### src/rtl/xy_scan_timer.sv
// Raster scan timing generator: prescaled pixel advance over a full h/v frame,
// with registered sync/active decode, line/frame strobes and a frame counter.
module xy_scan_timer #(
  parameter int   H_ACTIVE  = 640,
  parameter int   H_FP      = 16,
  parameter int   H_SYNC    = 96,
  parameter int   H_BP      = 48,
  parameter int   V_ACTIVE  = 480,
  parameter int   V_FP      = 10,
  parameter int   V_SYNC    = 2,
  parameter int   V_BP      = 33,
  parameter logic HSYNC_POL = 1'b0,
  parameter logic VSYNC_POL = 1'b0,
  parameter int   CLK_DIV   = 4,
  parameter int   FRAME_W   = 8
) (
  input  logic                                                clock,
  input  logic                                                reset_n,
  input  logic                                                enable,
  output logic [$clog2(H_ACTIVE+H_FP+H_SYNC+H_BP)-1:0]        x,
  output logic [$clog2(V_ACTIVE+V_FP+V_SYNC+V_BP)-1:0]        y,
  output logic                                                pixel_tick,
  output logic                                                active,
  output logic                                                hsync,
  output logic                                                vsync,
  output logic                                                line_start,
  output logic                                                frame_start,
  output logic [FRAME_W-1:0]                                  frame_count
);

  localparam int H_TOTAL = H_ACTIVE + H_FP + H_SYNC + H_BP;
  localparam int V_TOTAL = V_ACTIVE + V_FP + V_SYNC + V_BP;
  localparam int X_W     = $clog2(H_TOTAL);
  localparam int Y_W     = $clog2(V_TOTAL);
  localparam int PS_W    = (CLK_DIV > 1) ? $clog2(CLK_DIV) : 1;

  localparam logic [X_W-1:0]  X_LAST   = X_W'(H_TOTAL - 1);
  localparam logic [Y_W-1:0]  Y_LAST   = Y_W'(V_TOTAL - 1);
  localparam logic [X_W-1:0]  X_ACT    = X_W'(H_ACTIVE);
  localparam logic [Y_W-1:0]  Y_ACT    = Y_W'(V_ACTIVE);
  localparam logic [X_W-1:0]  HS_START = X_W'(H_ACTIVE + H_FP);
  localparam logic [X_W-1:0]  HS_END   = X_W'(H_ACTIVE + H_FP + H_SYNC);
  localparam logic [Y_W-1:0]  VS_START = Y_W'(V_ACTIVE + V_FP);
  localparam logic [Y_W-1:0]  VS_END   = Y_W'(V_ACTIVE + V_FP + V_SYNC);
  localparam logic [PS_W-1:0] PS_LAST  = PS_W'(CLK_DIV - 1);

  logic [PS_W-1:0]    ps_q, ps_d;
  logic [X_W-1:0]     x_q, x_d;
  logic [Y_W-1:0]     y_q, y_d;
  logic [FRAME_W-1:0] frame_count_q, frame_count_d;
  logic               pixel_tick_q, pixel_tick_d;
  logic               line_start_q, line_start_d;
  logic               frame_start_q, frame_start_d;
  logic               active_q, active_d;
  logic               hsync_q, hsync_d;
  logic               vsync_q, vsync_d;
  logic               advance;

  always_comb begin
    ps_d          = ps_q;
    x_d           = x_q;
    y_d           = y_q;
    frame_count_d = frame_count_q;
    pixel_tick_d  = 1'b0;
    line_start_d  = 1'b0;
    frame_start_d = 1'b0;
    advance       = enable && (ps_q == PS_LAST);

    if (enable) begin
      ps_d = advance ? '0 : ps_q + PS_W'(1);
    end

    if (advance) begin
      pixel_tick_d = 1'b1;
      if (x_q == X_LAST) begin
        x_d          = '0;
        line_start_d = 1'b1;
        if (y_q == Y_LAST) begin
          y_d           = '0;
          frame_start_d = 1'b1;
          frame_count_d = frame_count_q + FRAME_W'(1);
        end else begin
          y_d = y_q + Y_W'(1);
        end
      end else begin
        x_d = x_q + X_W'(1);
      end
    end

    // Decode from the next coordinates so levels line up with the visible x/y.
    active_d = (x_d < X_ACT) && (y_d < Y_ACT);
    hsync_d  = ((x_d >= HS_START) && (x_d < HS_END)) ? HSYNC_POL : ~HSYNC_POL;
    vsync_d  = ((y_d >= VS_START) && (y_d < VS_END)) ? VSYNC_POL : ~VSYNC_POL;
  end

  always_ff @(posedge clock or negedge reset_n) begin
    if (!reset_n) begin
      ps_q          <= '0;
      x_q           <= '0;
      y_q           <= '0;
      frame_count_q <= '0;
      pixel_tick_q  <= 1'b0;
      line_start_q  <= 1'b0;
      frame_start_q <= 1'b0;
      active_q      <= 1'b1;
      hsync_q       <= ~HSYNC_POL;
      vsync_q       <= ~VSYNC_POL;
    end else begin
      ps_q          <= ps_d;
      x_q           <= x_d;
      y_q           <= y_d;
      frame_count_q <= frame_count_d;
      pixel_tick_q  <= pixel_tick_d;
      line_start_q  <= line_start_d;
      frame_start_q <= frame_start_d;
      active_q      <= active_d;
      hsync_q       <= hsync_d;
      vsync_q       <= vsync_d;
    end
  end

  assign x           = x_q;
  assign y           = y_q;
  assign frame_count = frame_count_q;
  assign pixel_tick  = pixel_tick_q;
  assign line_start  = line_start_q;
  assign frame_start = frame_start_q;
  assign active      = active_q;
  assign hsync       = hsync_q;
  assign vsync       = vsync_q;

endmodule

### config.mk
export PLATFORM = sky130hd
export DESIGN_NAME = xy_scan_timer
export DESIGN_NICKNAME = d
export VERILOG_FILES = /design/src/rtl/xy_scan_timer.sv
export SDC_FILE = /design/constraint.sdc
export NUM_CORES = 1
export LEC_CHECK = 0
export CAP_MARGIN = 20
export CELL_PAD_IN_SITES_DETAIL_PLACEMENT = 0
export CELL_PAD_IN_SITES_GLOBAL_PLACEMENT = 1
export CORE_MARGIN = 8
export CORE_UTILIZATION = 43
export CTS_BUF_LIST = sky130_fd_sc_hd__clkbuf_8
export CTS_CLUSTER_DIAMETER = 80
export DETAILED_ROUTE_END_ITERATION = 6
export GPL_ROUTABILITY_DRIVEN = 0
export PLACE_DENSITY_LB_ADDON = 0.08
export SLEW_MARGIN = 0
export SYNTH_ARGS = -nofsm -noshare
export SYNTH_HDL_FRONTEND = slang
export SYNTH_SLANG_ARGS = --single-unit
### constraint.sdc
create_clock -name clock -period 4.7 [get_ports clock]
set_clock_uncertainty 0.2 [all_clocks]
set_input_delay 0.47 -clock clock [delete_from_list [all_inputs] [get_ports clock]]
set_output_delay 0.47 -clock clock [all_outputs]
set_load 0.03 [all_outputs]
---- Yosys cells after proc, flatten, opt, wreduce, memory -nomap -nowiden ----
Cells that the tools add are included.
word-level totals
  bits of input ports ..................... 3
  word-level logic and storage cells ...... 42
  flip-flop bits (word level) ............. 36
  output and inout bits ................... 34
operators by class
  $lt $le $gt $ge ......................... 6
  muxes and demuxes ....................... 14
  reduce and logical (&&, ||, !) cells .... 5
  $add $sub $neg .......................... 4
  equal/unequal tests ..................... 3
operators with widths
  operator                 number
  $mux W10                 5
  $add A10 B1 Y10 const B  2
  $eq A10 B10 Y1 const B   2
  $lt A10 B10 Y1 const B   2
  $lt A10 B9 Y1 const B    2
  $ge A10 B10 Y1 const B   1
  $ge A10 B9 Y1 const B    1
  $add A8 B1 Y8 const B    1
  $mux W1                  8
  $logic_and A1 B1 Y1      4
  $reduce_and A3 Y1        1
  $add A2 B1 Y2 const B    1
  $eq A2 B2 Y1 const B     1
  $mux W2                  1

---- Longest topological paths before layout ----
Gate-level depths: netlist of run 1.
  depth in word-level cells ............... 7
  depth in mapped cells ................... 9
  gate-level depth less buffers ........... 7

---- Worst setup path before layout of run 1 ----
OpenSTA, ideal clock, no wires.
  kind .................................... reg-to-reg
  start ................................... register x_q[0] (netlist: x[0])
  end ..................................... register vsync_q (netlist: vsync)
  path slack .............................. 2006 ps
  cell stages (with the launch flop) ...... 8
  required time ........................... 4402 ps
  data arrival time ....................... 2396 ps
  library setup time ...................... 98 ps
  buffers on the path ..................... 1
  clock period less this slack ............ 2694 ps
  cells stage by stage .................... dfrtp_1 > ha_1 > nand3_1 > or4_1 > buf_2 > or4_4 > a221oi_2 > o2111ai_1
between the ends
  word-level cells in the longest chain between the ends .. 6
  elaborated cells on any way between the ends .. 7
  classes of those cells .................. order compare: 2; eq/ne: 1; mux: 3; reduce/logical: 1
RTL lines
  element                                         line  text
  start: declaration                              48    logic [X_W-1:0] x_q, x_d;
  start signal: assignment                        99    x_q <= '0;
  start signal: assignment                        110   x_q <= x_d;
  $eq A10 B10 Y1 *                                75    if (x_q == X_LAST) begin
  $mux W10 *                                      75
  $mux W10 *                                      73    if (advance) begin
  $ge A10 B9 Y1 or $lt A10 B9 Y1 (tied branches)  93    vsync_d = ((y_d >= VS_START) && (y_d < VS_END)) ? VSYNC_POL : ~VSYNC_POL;
  $logic_and A1 B1 Y1 *                           93
  $mux W1 *                                       93
  named net vsync_d                               56    logic vsync_q, vsync_d;
  end signal: assignment                          107   vsync_q <= ~VSYNC_POL;
  end signal: assignment                          118   vsync_q <= vsync_d;
  end: declaration                                56
The timed path passes the listed nets; every way through them passes the cells marked *.
A chain may end at the register's enable or synchronous reset.

---- Worst setup path in the final report of run 1 ----
  start ................................... input port enable
  end ..................................... register vsync_q (netlist: vsync)
between the ends
  word-level cells in the longest chain between the ends .. 5
  elaborated cells on any way between the ends .. 6
  classes of those cells .................. order compare: 2; mux: 2; reduce/logical: 2
RTL lines
  element                                         line  text
  start: declaration                              19    input logic enable,
  $logic_and A1 B1 Y1 *                           67    advance = enable && (ps_q == PS_LAST);
  $mux W10 *                                      73
  $ge A10 B9 Y1 or $lt A10 B9 Y1 (tied branches)  93
  $logic_and A1 B1 Y1 *                           93
  $mux W1 *                                       93
  named net vsync_d                               56
Marked as above.

==> results of run 1 <==
routing by layer:
metal  share of wire (%)  wire length [um]
met1                  42              1740
met2                  48              1990
met3                 8.4               350
met4                 1.7                70
met5                   0                 0
synthesized netlist by cell type (all sizes together) (2+ instances only):
library cell and instances:
clkbuf 2, and4 2, and2 4, o31ai 2, o21ai 11, ha 5
mux2 3, inv 9, a21oi 5, or3 4, dfstp 3, xnor2 9
nor2 9, nand2 21, nand4 4, dfrtp 33, a31oi 2, xor2 7
buf 2, or4 4, nor3 6, nand3 13, nor4 2, and3 5
nor3b 2
power by group through the flow:
| stage | sequential, mW | combinational, mW | clock [mW] |
|---|---|---|---|
| CTS | 0.372 | 0.176 | 0.231 |
| global route | 0.377 | 0.190 | 0.242 |
| detailed placement | 0.378 | 0.176 | 0 |
| floorplan | 0.416 | 0.0621 | 0 |
| finish | 0.371 | 0.173 | 0.220 |
| global placement | 0.375 | 0.171 | 0 |
final timing paths:
kind	from	endpoint	slack [ns]
setup / recovery	enable	vsync	1.82
hold / removal	frame_count[7]	frame_count[7]	0.28
setup reg to reg	ps_q[0]	vsync	1.98
hold reg to reg	frame_count[7]	frame_count[7]	0.28
max in group asynchronous	reset_n	vsync	3.55
min in group asynchronous	reset_n	y[5]	0.41
critical path, cell delays in order:
cell,delay (ns)
clkdlybuf4s50_1,0.57
nand3_1,0.15
or4_1,0.69
or4_4,0.54
a221oi_2,0.29
o2111ai_1,0.15
cells by family after synthesis:
group / Yosys count / synth area share, %
adders and majority gates: 5 / 3.52
buffers and inverters: 13 / 2.89
xor gates and xnor gates: 16 / 7.89
DFF: 36 / 51.0
and+or+nand+nor: 78 / 23.6
muxes: 3 / 1.90
AOI/OAI and AO/OA: 26 / 9.23
metrics by stage:
step                      power (mW)  utilization [%]  area [um2]  setup slack, ns
after floorplan                0.478                -        1780             2.01
after global placement         0.545             54.7        2190             1.60
after detailed placement       0.554             54.7        2190             1.54
after CTS                      0.779             57.0        2280             1.85
after global routing           0.809             57.0        2280             1.70
final                          0.764             57.0        2280             1.82
registers in the layout, summed over array words and instances, names as in the netlist, 2 cells and up:
name         count
x               10
y               10
frame_count      8
ps_q             2
cell type report:
| cell class | instances | share of cell area (%) |
|---|---|---|
| clock buffer | 6 | 3.62 |
| clock inverter | 2 | 0.329 |
| inverter | 9 | 1.48 |
| multi-input combinational | 128 | 36.0 |
| sequential | 36 | 39.7 |
| tap | 50 | 2.75 |
| timing repair buffer | 37 | 16.1 |
==> metrics.md, run 1 <==
| Metric | Value |
|---|---|
| Global routing met3 resource utilization | `under 10%` |
| Combinational share of power | `~23%` |
| Net count after synthesis | `about 190` |
| Number of nets in the layout | `225` |
| CTS H-tree depth | `2` |
| Number of placed cells counting well taps | `260` |
| Post-DR wirelength/cell | `between 15 and 20 um` |
| Critical Setup Path Class | `in -> reg` |
| Type of the worst min-delay path | `reg -> reg` |
| DRC viols | `0` |
| Critical path required time | `approximately 4.7 ns` |
| Maximum fanout encountered on the critical timing path | `8` |
| Worst-case vdd ir drop | `about 0.26 mV` |
| Cell-internal power | `0.531 mW` |
| Antenna diode count | `0` |
| Number of top-level pins | `37` |
| Total number of placement rows | `23` |
| Initial core utilization | `44.4%` |
| Vias after detailed routing | `1464` |
| Antenna Nets Post-Route | `0` |
| Part of the total power dissipated in sequential elements | `48.6%` |
| Hold Path Stages | `1` |
| Inserted Clock Buffers | `5` |
| Syn Inst Count | `177` |
| Buffer levels on the longest clock path | `2` |
| Share of the cycle needed by the critical path after routing | `61.3%` |
| Global-route wire length before repair | `6860 um` |
| Most area-consuming cells after synthesis | `dfrtp_1, dfstp_2, nand2_1` |
| Die W | `80.3 um` |
| CTS Root Buffer Type | `clkbuf_8` |
| Fill cell instance count of the final layout | `367` |
| Warning count from the yosys run | `0` |
| Switching share of power | `30.5%` |
| Netlist area before placement | `1780 um2` |
| Leak | `1.00 nW` |
| Proportion of layout cells with a drive suffix above 1 | `8.26%` |
| Met1 track utilization from global routing | `16.0%` |
| Top achievable clock speed | `347 MHz` |
| Most used routing layer in global routing | `met2` |
| CP startpoint kind | `primary input` |
| Post-cts sizing count | `0` |
| Quantity of hold-fixing buffers added after cts | `0` |
| Routed wire length | `4160 um` |
| Number of global-route vias before repair | `1402` |
| P&R area growth vs syn | `28.3%` |
| Fin crit period | `2.88 ns` |
| Total clock sinks | `36` |
| All-layer global routing usage | `14.0%` |
| Power density over cell area | `335 nW/um2` |
| Sequential cell area | `about 900 um2` |
| Setup-failing EPs final | `0` |
| Number of vias per cell | `5.46` |
| Seq/Total Area, Yosys | `51.0%` |
| Setup repair after global routing missed its margin | `false` |
| Average footprint of a synthesized cell | `10.0 um2` |
| Clock share of power | `approximately 29%` |
| Initial DRT Pass Iterations | `4` |
| Clock transition at path regs | `0.07 ns` |
| Commonest non-fill, non-tap cells in the layout | `clkdlybuf4s50_1, dfrtp_1, nand2_1` |
| Number of buffers inserted by post-CTS setup repair | `0` |
| Post-synth cell types | `36` |
| Hold_ws | `about 0.28 ns` |
| Share of Yosys cell area claimed by the top area cell type | `46.5%` |
| Number of cell instances on the worst register-to-register path | `6` |
| Chip height | `80.3 um` |
| Number of port buffers | `36` |
| Met2 Resource Use GR | `around 22%` |
| Violation count after the first detailed-routing iteration | `146` |
| Largest net degree at the start of global routing | `37` |
| Remaining Overflow, GRT | `0` |
| Leading register cell type out of synthesis | `dfrtp_1` |
| Number of antenna violations at the first check in global routing | `0` |
| Placed wire-length estimate after detailed placement | `between 3000 and 4000 um` |
| Slew Viols, Final | `0` |
| Non-filler cells, final | `268` |
| Sum of negative setup slack | `0 ns` |
| Area enclosed by the die boundary | `6440 um2` |
| Number of enable flip-flop cells after synthesis | `0` |
| Worst-Skew Late Latency | `0.29 ns` |
| Actual slew at the worst max-slew pin | `0.567 ns` |
| Rel. slew slack | `61.7%` |
| Final Hold Violating Endpoints | `0` |
| Area used by multi-input combinational logic | `820 um2` |
| Sw Pwr | `around 0.23 mW` |
| Post-synthesis cell type with the largest combined area | `dfrtp_1` |
| Area of the core | `4000 um2` |
| Synthesized flop and latch total | `36` |
| Result of the run | `completed` |
| Max_cap viols | `0` |
| Most common cell after layout, fill and taps aside | `clkdlybuf4s50_1` |
| Arr. time, crit path | `2.87 ns` |
| Critical Path End Type | `flop` |
| CTS tree | `yes` |
| Async set or reset register ratio after synthesis | `between 90% and 100%` |
Note: power is estimated with default switching activity, not from simulation.
==> inputs of run 2 (changes only) <==
--- a/config.mk
+++ b/config.mk
@@ -9,7 +9,7 @@
 export CELL_PAD_IN_SITES_DETAIL_PLACEMENT = 0
 export CELL_PAD_IN_SITES_GLOBAL_PLACEMENT = 1
 export CORE_MARGIN = 8
-export CORE_UTILIZATION = 43
+export CORE_UTILIZATION = 36
 export CTS_BUF_LIST = sky130_fd_sc_hd__clkbuf_8
 export CTS_CLUSTER_DIAMETER = 80
 export DETAILED_ROUTE_END_ITERATION = 6
==> constraint.sdc (replaced) <==
create_clock -name clock -period 2.5 [get_ports clock]
set_clock_uncertainty 0.2 [all_clocks]
set_input_delay 0.25 -clock clock [delete_from_list [all_inputs] [get_ports clock]]
set_output_delay 0.25 -clock clock [all_outputs]
set_load 0.03 [all_outputs]
==> metrics.md, run 2 (synthesized netlist as in run 1, its figures left out) <==
| Metric | Value |
|---|---|
| Sum of negative setup slack | `0 ns` |
| Global-route wire length before repair | `7940 um` |
| Clock transition at path regs | `roughly 0.08 ns` |
| Area enclosed by the die boundary | `7430 um2` |
| Number of nets in the layout | `248` |
| Maximum fanout encountered on the critical timing path | `4` |
| Number of vias per cell | `~4.9` |
| Dominant delay contributor by cell family on the critical path | `simple AND/OR/NAND/NOR gates` |
| Quantity of hold-fixing buffers added after cts | `0` |
| CTS H-tree depth | `2` |
| Routed wire length | `4570 um` |
| Cell-internal power | `1.11 mW` |
| P&R area growth vs syn | `44.3%` |
| Vias after detailed routing | `1521` |
| Rel. slew slack | `68.3%` |
| Worst-Skew Late Latency | `between 0.2 and 0.3 ns` |
| Initial DRT Pass Iterations | `4` |
| Setup repair after global routing missed its margin | `true` |
| Commonest non-fill, non-tap cells in the layout | `clkdlybuf4s50_1, dfrtp_1, buf_4` |
| Top achievable clock speed | `401 MHz` |
| Most common cell after layout, fill and taps aside | `clkdlybuf4s50_1` |
| Critical Setup Path Class | `reg -> reg` |
| Die W | `86.2 um` |
| Worst-case vdd ir drop | `0.477 mV` |
| CP startpoint kind | `flop` |
| Leak | `1.13 nW` |
| Critical Path End Type | `flop` |
| Largest net degree at the start of global routing | `37` |
| CTS tree | `yes` |
| Actual slew at the worst max-slew pin | `about 0.47 ns` |
| Proportion of layout cells with a drive suffix above 1 | `around 24%` |
| Critical path required time | `2.50 ns` |
| Post-DR wirelength/cell | `~15 um` |
| Remaining Overflow, GRT | `0` |
| Fin crit period | `2.49 ns` |
| Combinational share of power | `roughly a quarter` |
| Area of the core | `4750 um2` |
| CTS Root Buffer Type | `clkbuf_8` |
| Chip height | `86.2 um` |
| All-layer global routing usage | `13.3%` |
| Power density over cell area | `622 nW/um2` |
| Buffer levels on the longest clock path | `2` |
| Violation count after the first detailed-routing iteration | `111` |
| Number of port buffers | `36` |
| Total number of placement rows | `25` |
| Number of top-level pins | `37` |
| Clock share of power | `about 33%` |
| Antenna diode count | `0` |
| Final Hold Violating Endpoints | `0` |
| Sw Pwr | `between 0.4 and 0.5 mW` |
| Max_cap viols | `0` |
| Result of the run | `completed` |
| Inserted Clock Buffers | `5` |
| Cell with the biggest individual delay on the critical path | `or4_4` |
| Hold_ws | `about 0.17 ns` |
| Antenna Nets Post-Route | `0` |
| Number of antenna violations at the first check in global routing | `0` |
| Part of the total power dissipated in sequential elements | `44.2%` |
| Switching share of power | `30.1%` |
| WP buf/inv | `1` |
| Initial core utilization | `37.3%` |
| DRC viols | `0` |
| Cell chain of the critical path | `or3_4 > or4_4 > or4_4 > a221oi_4 > buf_4 > a2111oi_2` |
| Placed instance area | `2380 um2` |
| Cell with the most instances on the worst path | `or4_4` |
| Design Area, Final | `2560 um2` |
| Share of the cycle needed by the critical path after routing | `99.8%` |
| Number of placed cells counting well taps | `298` |
| Non-filler cells, final | `between 300 and 400` |
| Peak per-stage delay on the critical path | `about 0.45 ns` |
| Slew Viols, Final | `0` |
| Placed wire-length estimate after detailed placement | `3460 um` |
| Type of the worst min-delay path | `in -> async` |
| Number of global-route vias before repair | `1656` |
| Arr. time, crit path | `2.49 ns` |
| Total clock sinks | `36` |
| Setup-failing EPs final | `0` |
==> run 2: power by group through the flow <==
stage	Combinational (mW)	Sequential, mW	Clock, mW
after global routing	0.414	0.716	0.555
final	0.371	0.705	0.518
after global placement	0.355	0.703	0
after floorplan	0.117	0.788	0
after detailed placement	0.366	0.708	0
after CTS	0.369	0.699	0.530
==> run 2: layout make-up <==
class	count	area, um2
clock buffer	5	68.8
clock inverter	3	42.5
fill	457	2190
inverter	9	33.8
multi-input combinational	128	881
sequential	36	912
tap	67	83.8
timing repair buffer	60	541
==> run 2: layer usage <==
layer  wire length [um]  GRT usage, %  vias to the layer above
met1               2110          15.7                      732
met3                217          4.54                        5
met5                  0             0                        -
met4                 52          4.54                        0
met2               2190          22.1                       26
li1                   -             -                      758
==> run 2: path summary, 6_finish.rpt <==
path                                 from             end  slack (ns)  depth (start not counted)
max                                  x[6]          active       0.005                          6
min                               reset_n            y[1]        0.17                          2
max reg2reg                          x[6]          active       0.005                          6
min reg2reg                frame_count[7]  frame_count[7]        0.28                          1
max in group asynchronous         reset_n            x[0]        1.56                          2
min in group clock         frame_count[7]  frame_count[7]        0.28                          1
==> run 2: what timing repair did <==
item / in CTS / in global routing
pin swaps: 1 / 2
buffers inserted: 0 / 2
endpoints found under the setup margin: 2 / 9
resized for setup: 6 / 7
==> run 2: worst reg2reg max path: cells and delay by family, from the launching register on <==
family / cells / cell delay (ns)
AND/OR/NAND/NOR: 3 / 1.28
flip-flops: 1 / 0.41
AO/OA/AOI/OAI: 2 / 0.35
buffers and inverters: 1 / 0.16
==> run 2: stage by stage <==
step	setup slack (ns)	total power [mW]	utilization (%)
after detailed placement	-0.193	1.07	50.0
after floorplan	-0.0742	0.905	-
after CTS	0.00926	1.60	52.9
final	0.00540	1.59	53.9
after global placement	-0.116	1.06	50.0
after global routing	-0.0542	1.68	53.9
==> inputs of run 3 (changes only) <==
--- a/config.mk
+++ b/config.mk
@@ -9,12 +9,12 @@
 export CELL_PAD_IN_SITES_DETAIL_PLACEMENT = 0
 export CELL_PAD_IN_SITES_GLOBAL_PLACEMENT = 1
 export CORE_MARGIN = 8
-export CORE_UTILIZATION = 36
+export CORE_UTILIZATION = 40
 export CTS_BUF_LIST = sky130_fd_sc_hd__clkbuf_8
 export CTS_CLUSTER_DIAMETER = 80
 export DETAILED_ROUTE_END_ITERATION = 6
 export GPL_ROUTABILITY_DRIVEN = 0
-export PLACE_DENSITY_LB_ADDON = 0.08
+export PLACE_DENSITY_LB_ADDON = 0.1
 export SLEW_MARGIN = 0
 export SYNTH_ARGS = -nofsm -noshare
 export SYNTH_HDL_FRONTEND = slang
==> constraint.sdc (replaced) <==
create_clock -name clock -period 2.8 [get_ports clock]
set_clock_uncertainty 0.2 [all_clocks]
set_input_delay 0.28 -clock clock [delete_from_list [all_inputs] [get_ports clock]]
set_output_delay 0.28 -clock clock [all_outputs]
set_load 0.03 [all_outputs]
==> metrics.md, run 3 (synthesized netlist as in run 1, its figures left out) <==
| Metric | Value |
|---|---|
| Largest net degree at the start of global routing | `37` |
| CTS Root Buffer Type | `clkbuf_8` |
| Cell with the biggest individual delay on the critical path | `or4_1` |
| Share of the cycle needed by the critical path after routing | `between 90% and 100%` |
| Number of nets in the layout | `230` |
| Power density over cell area | `557 nW/um2` |
| Placed wire-length estimate after detailed placement | `about 3200 um` |
| Commonest non-fill, non-tap cells in the layout | `clkdlybuf4s50_1, dfrtp_1, nand2_1` |
| Number of global-route vias before repair | `1409` |
| Number of buffers inserted by post-CTS setup repair | `0` |
| Number of placed cells counting well taps | `approximately 270` |
| Remaining Overflow, GRT | `0` |
| Peak per-stage delay on the critical path | `0.60 ns` |
| Violation count after the first detailed-routing iteration | `89` |
| Type of the worst min-delay path | `in -> async` |
| Final Hold Violating Endpoints | `0` |
| Sum of negative setup slack | `0 ns` |
| Chip height | `82.6 um` |
| Setup-failing EPs final | `0` |
| Clock share of power | `29.4%` |
| Proportion of layout cells with a drive suffix above 1 | `12.1%` |
| Most common cell after layout, fill and taps aside | `clkdlybuf4s50_1` |
| Total clock sinks | `36` |
| Combinational share of power | `between 20 and 25%` |
| CP startpoint kind | `flop` |
| Area enclosed by the die boundary | `6830 um2` |
| Number of vias per cell | `5.40` |
| CTS tree | `yes` |
| Pre-CTS WS | `0.0351 ns` |
| Total number of placement rows | `24` |
| CTS H-tree depth | `2` |
| Inserted Clock Buffers | `5` |
| Result of the run | `completed` |
| Vias after detailed routing | `1484` |
| Worst-Skew Late Latency | `about 0.29 ns` |
| Cell-internal power | `0.897 mW` |
| Part of the total power dissipated in sequential elements | `approximately half` |
| Worst-case vdd ir drop | `around 0.42 mV` |
| Sw Pwr | `0.400 mW` |
| Routed wire length | `4280 um` |
| Dominant delay contributor by cell family on the critical path | `simple AND/OR/NAND/NOR gates` |
| Number of port buffers | `36` |
| Critical Setup Path Class | `reg -> reg` |
| Non-filler cells, final | `275` |
| Arr. time, crit path | `around 2.7 ns` |
| Post-DR wirelength/cell | `15.6 um` |
| Fin crit period | `about 2.7 ns` |
| Area of the core | `4320 um2` |
| WP buf/inv | `0` |
| Maximum fanout encountered on the critical timing path | `5` |
| P&R area growth vs syn | `31.1%` |
| Clock transition at path regs | `0.07 ns` |
| Hold_ws | `0.209 ns` |
| Buffer levels on the longest clock path | `2` |
| Global-route wire length before repair | `approximately 6900 um` |
| Cell chain of the critical path | `ha_1 > nand3_1 > or4_1 > or4_4 > a221oi_2 > o2111ai_1` |
| Max_cap viols | `0` |
| Antenna diode count | `0` |
| Worst setup slack after layout | `0.133 ns` |
| Critical Path End Type | `flop` |
| Die W | `approximately 83 um` |
| Initial DRT Pass Iterations | `4` |
| Leak | `about 1 nW` |
| Critical path required time | `about 2.8 ns` |
| Top achievable clock speed | `around 370 MHz` |
| Rel. slew slack | `57.6%` |
| Antenna Nets Post-Route | `0` |
| Number of cell instances on the worst register-to-register path | `6` |
| Number of antenna violations at the first check in global routing | `0` |
| Setup repair after global routing missed its margin | `false` |
| Slew Viols, Final | `0` |
| Number of top-level pins | `37` |
| DRC viols | `0` |
| Switching share of power | `30.9%` |
| Worst reg2reg path startpoint | `x[0]` |
| Endpoint of the worst register-to-register path | `vsync` |
| All-layer global routing usage | `13.4%` |
| Initial core utilization | `41.1%` |
| Worst-case register-to-register setup slack | `0.13 ns` |
| Actual slew at the worst max-slew pin | `0.628 ns` |
==> run 3: repair_timing <==
item,CTS,global route
hold buffers,0,0
gates resized for setup,0,3
endpoints found under the setup margin,0,2
==> run 3: layout make-up <==
cell class | count | area (um2)
Clock buffer | 6 | 82.6
Tap cell | 52 | 65.1
Sequential cell | 36 | 905
Clock inverter | 2 | 10.0
Timing Repair Buffer | 42 | 405
Fill cell | 393 | 2000
Inverter | 9 | 33.8
Multi-Input combinational cell | 128 | 827
==> run 3: how the worst max path moves through the flow <==
| stage | start | to | slack [ns] | depth (start not counted) |
|---|---|---|---|---|
| final | x[0] | vsync | 0.13 | 6 |
| after global routing | x[0] | vsync | 0.007 | 6 |
| after CTS | x[5] | vsync | 0.14 | 5 |
| after detailed placement | enable | vsync | 0.04 | 6 |
| after global placement | enable | vsync | 0.10 | 6 |
| after floorplan | x[0] | vsync | 0.11 | 7 |
==> run 3: worst reg2reg max path, cell delays in order (launching register included) <==
cell and delay, ns:
dfrtp_1 0.41, ha_1 0.22, nand3_1 0.14, or4_1 0.60, or4_4 0.51, a221oi_2 0.30, o2111ai_1 0.18
==> run 3: power groups by stage <==
stage / registers, mW / clock network [mW] / logic, mW
2_1_floorplan: 0.699 / 0 / 0.104
3_3_place_gp: 0.628 / 0 / 0.285
3_5_place_dp: 0.635 / 0 / 0.293
4_1_cts: 0.625 / 0.398 / 0.294
5_1_grt: 0.634 / 0.423 / 0.318
6_report: 0.624 / 0.381 / 0.291
==> run 3: metrics by stage <==
step | total power [mW] | instance area (um2) | util, %
2_1_floorplan | 0.803 | 1780 | -
3_3_place_gp | 0.913 | 2230 | 51.5
3_5_place_dp | 0.928 | 2230 | 51.5
4_1_cts | 1.32 | 2320 | 53.7
5_1_grt | 1.38 | 2330 | 53.8
6_report | 1.30 | 2330 | 53.8
==> run 3: per-layer routing <==
| layer | up-vias | global-route usage, % | share of wire [%] |
|---|---|---|---|
| met2 | 50 | 19.7 | 44 |
| met4 | 0 | 6.03 | 2.0 |
| met5 | - | 0 | 0 |
| li1 | 720 | - | - |
| met3 | 8 | 4.44 | 7.0 |
| met1 | 706 | 17.5 | 47 |
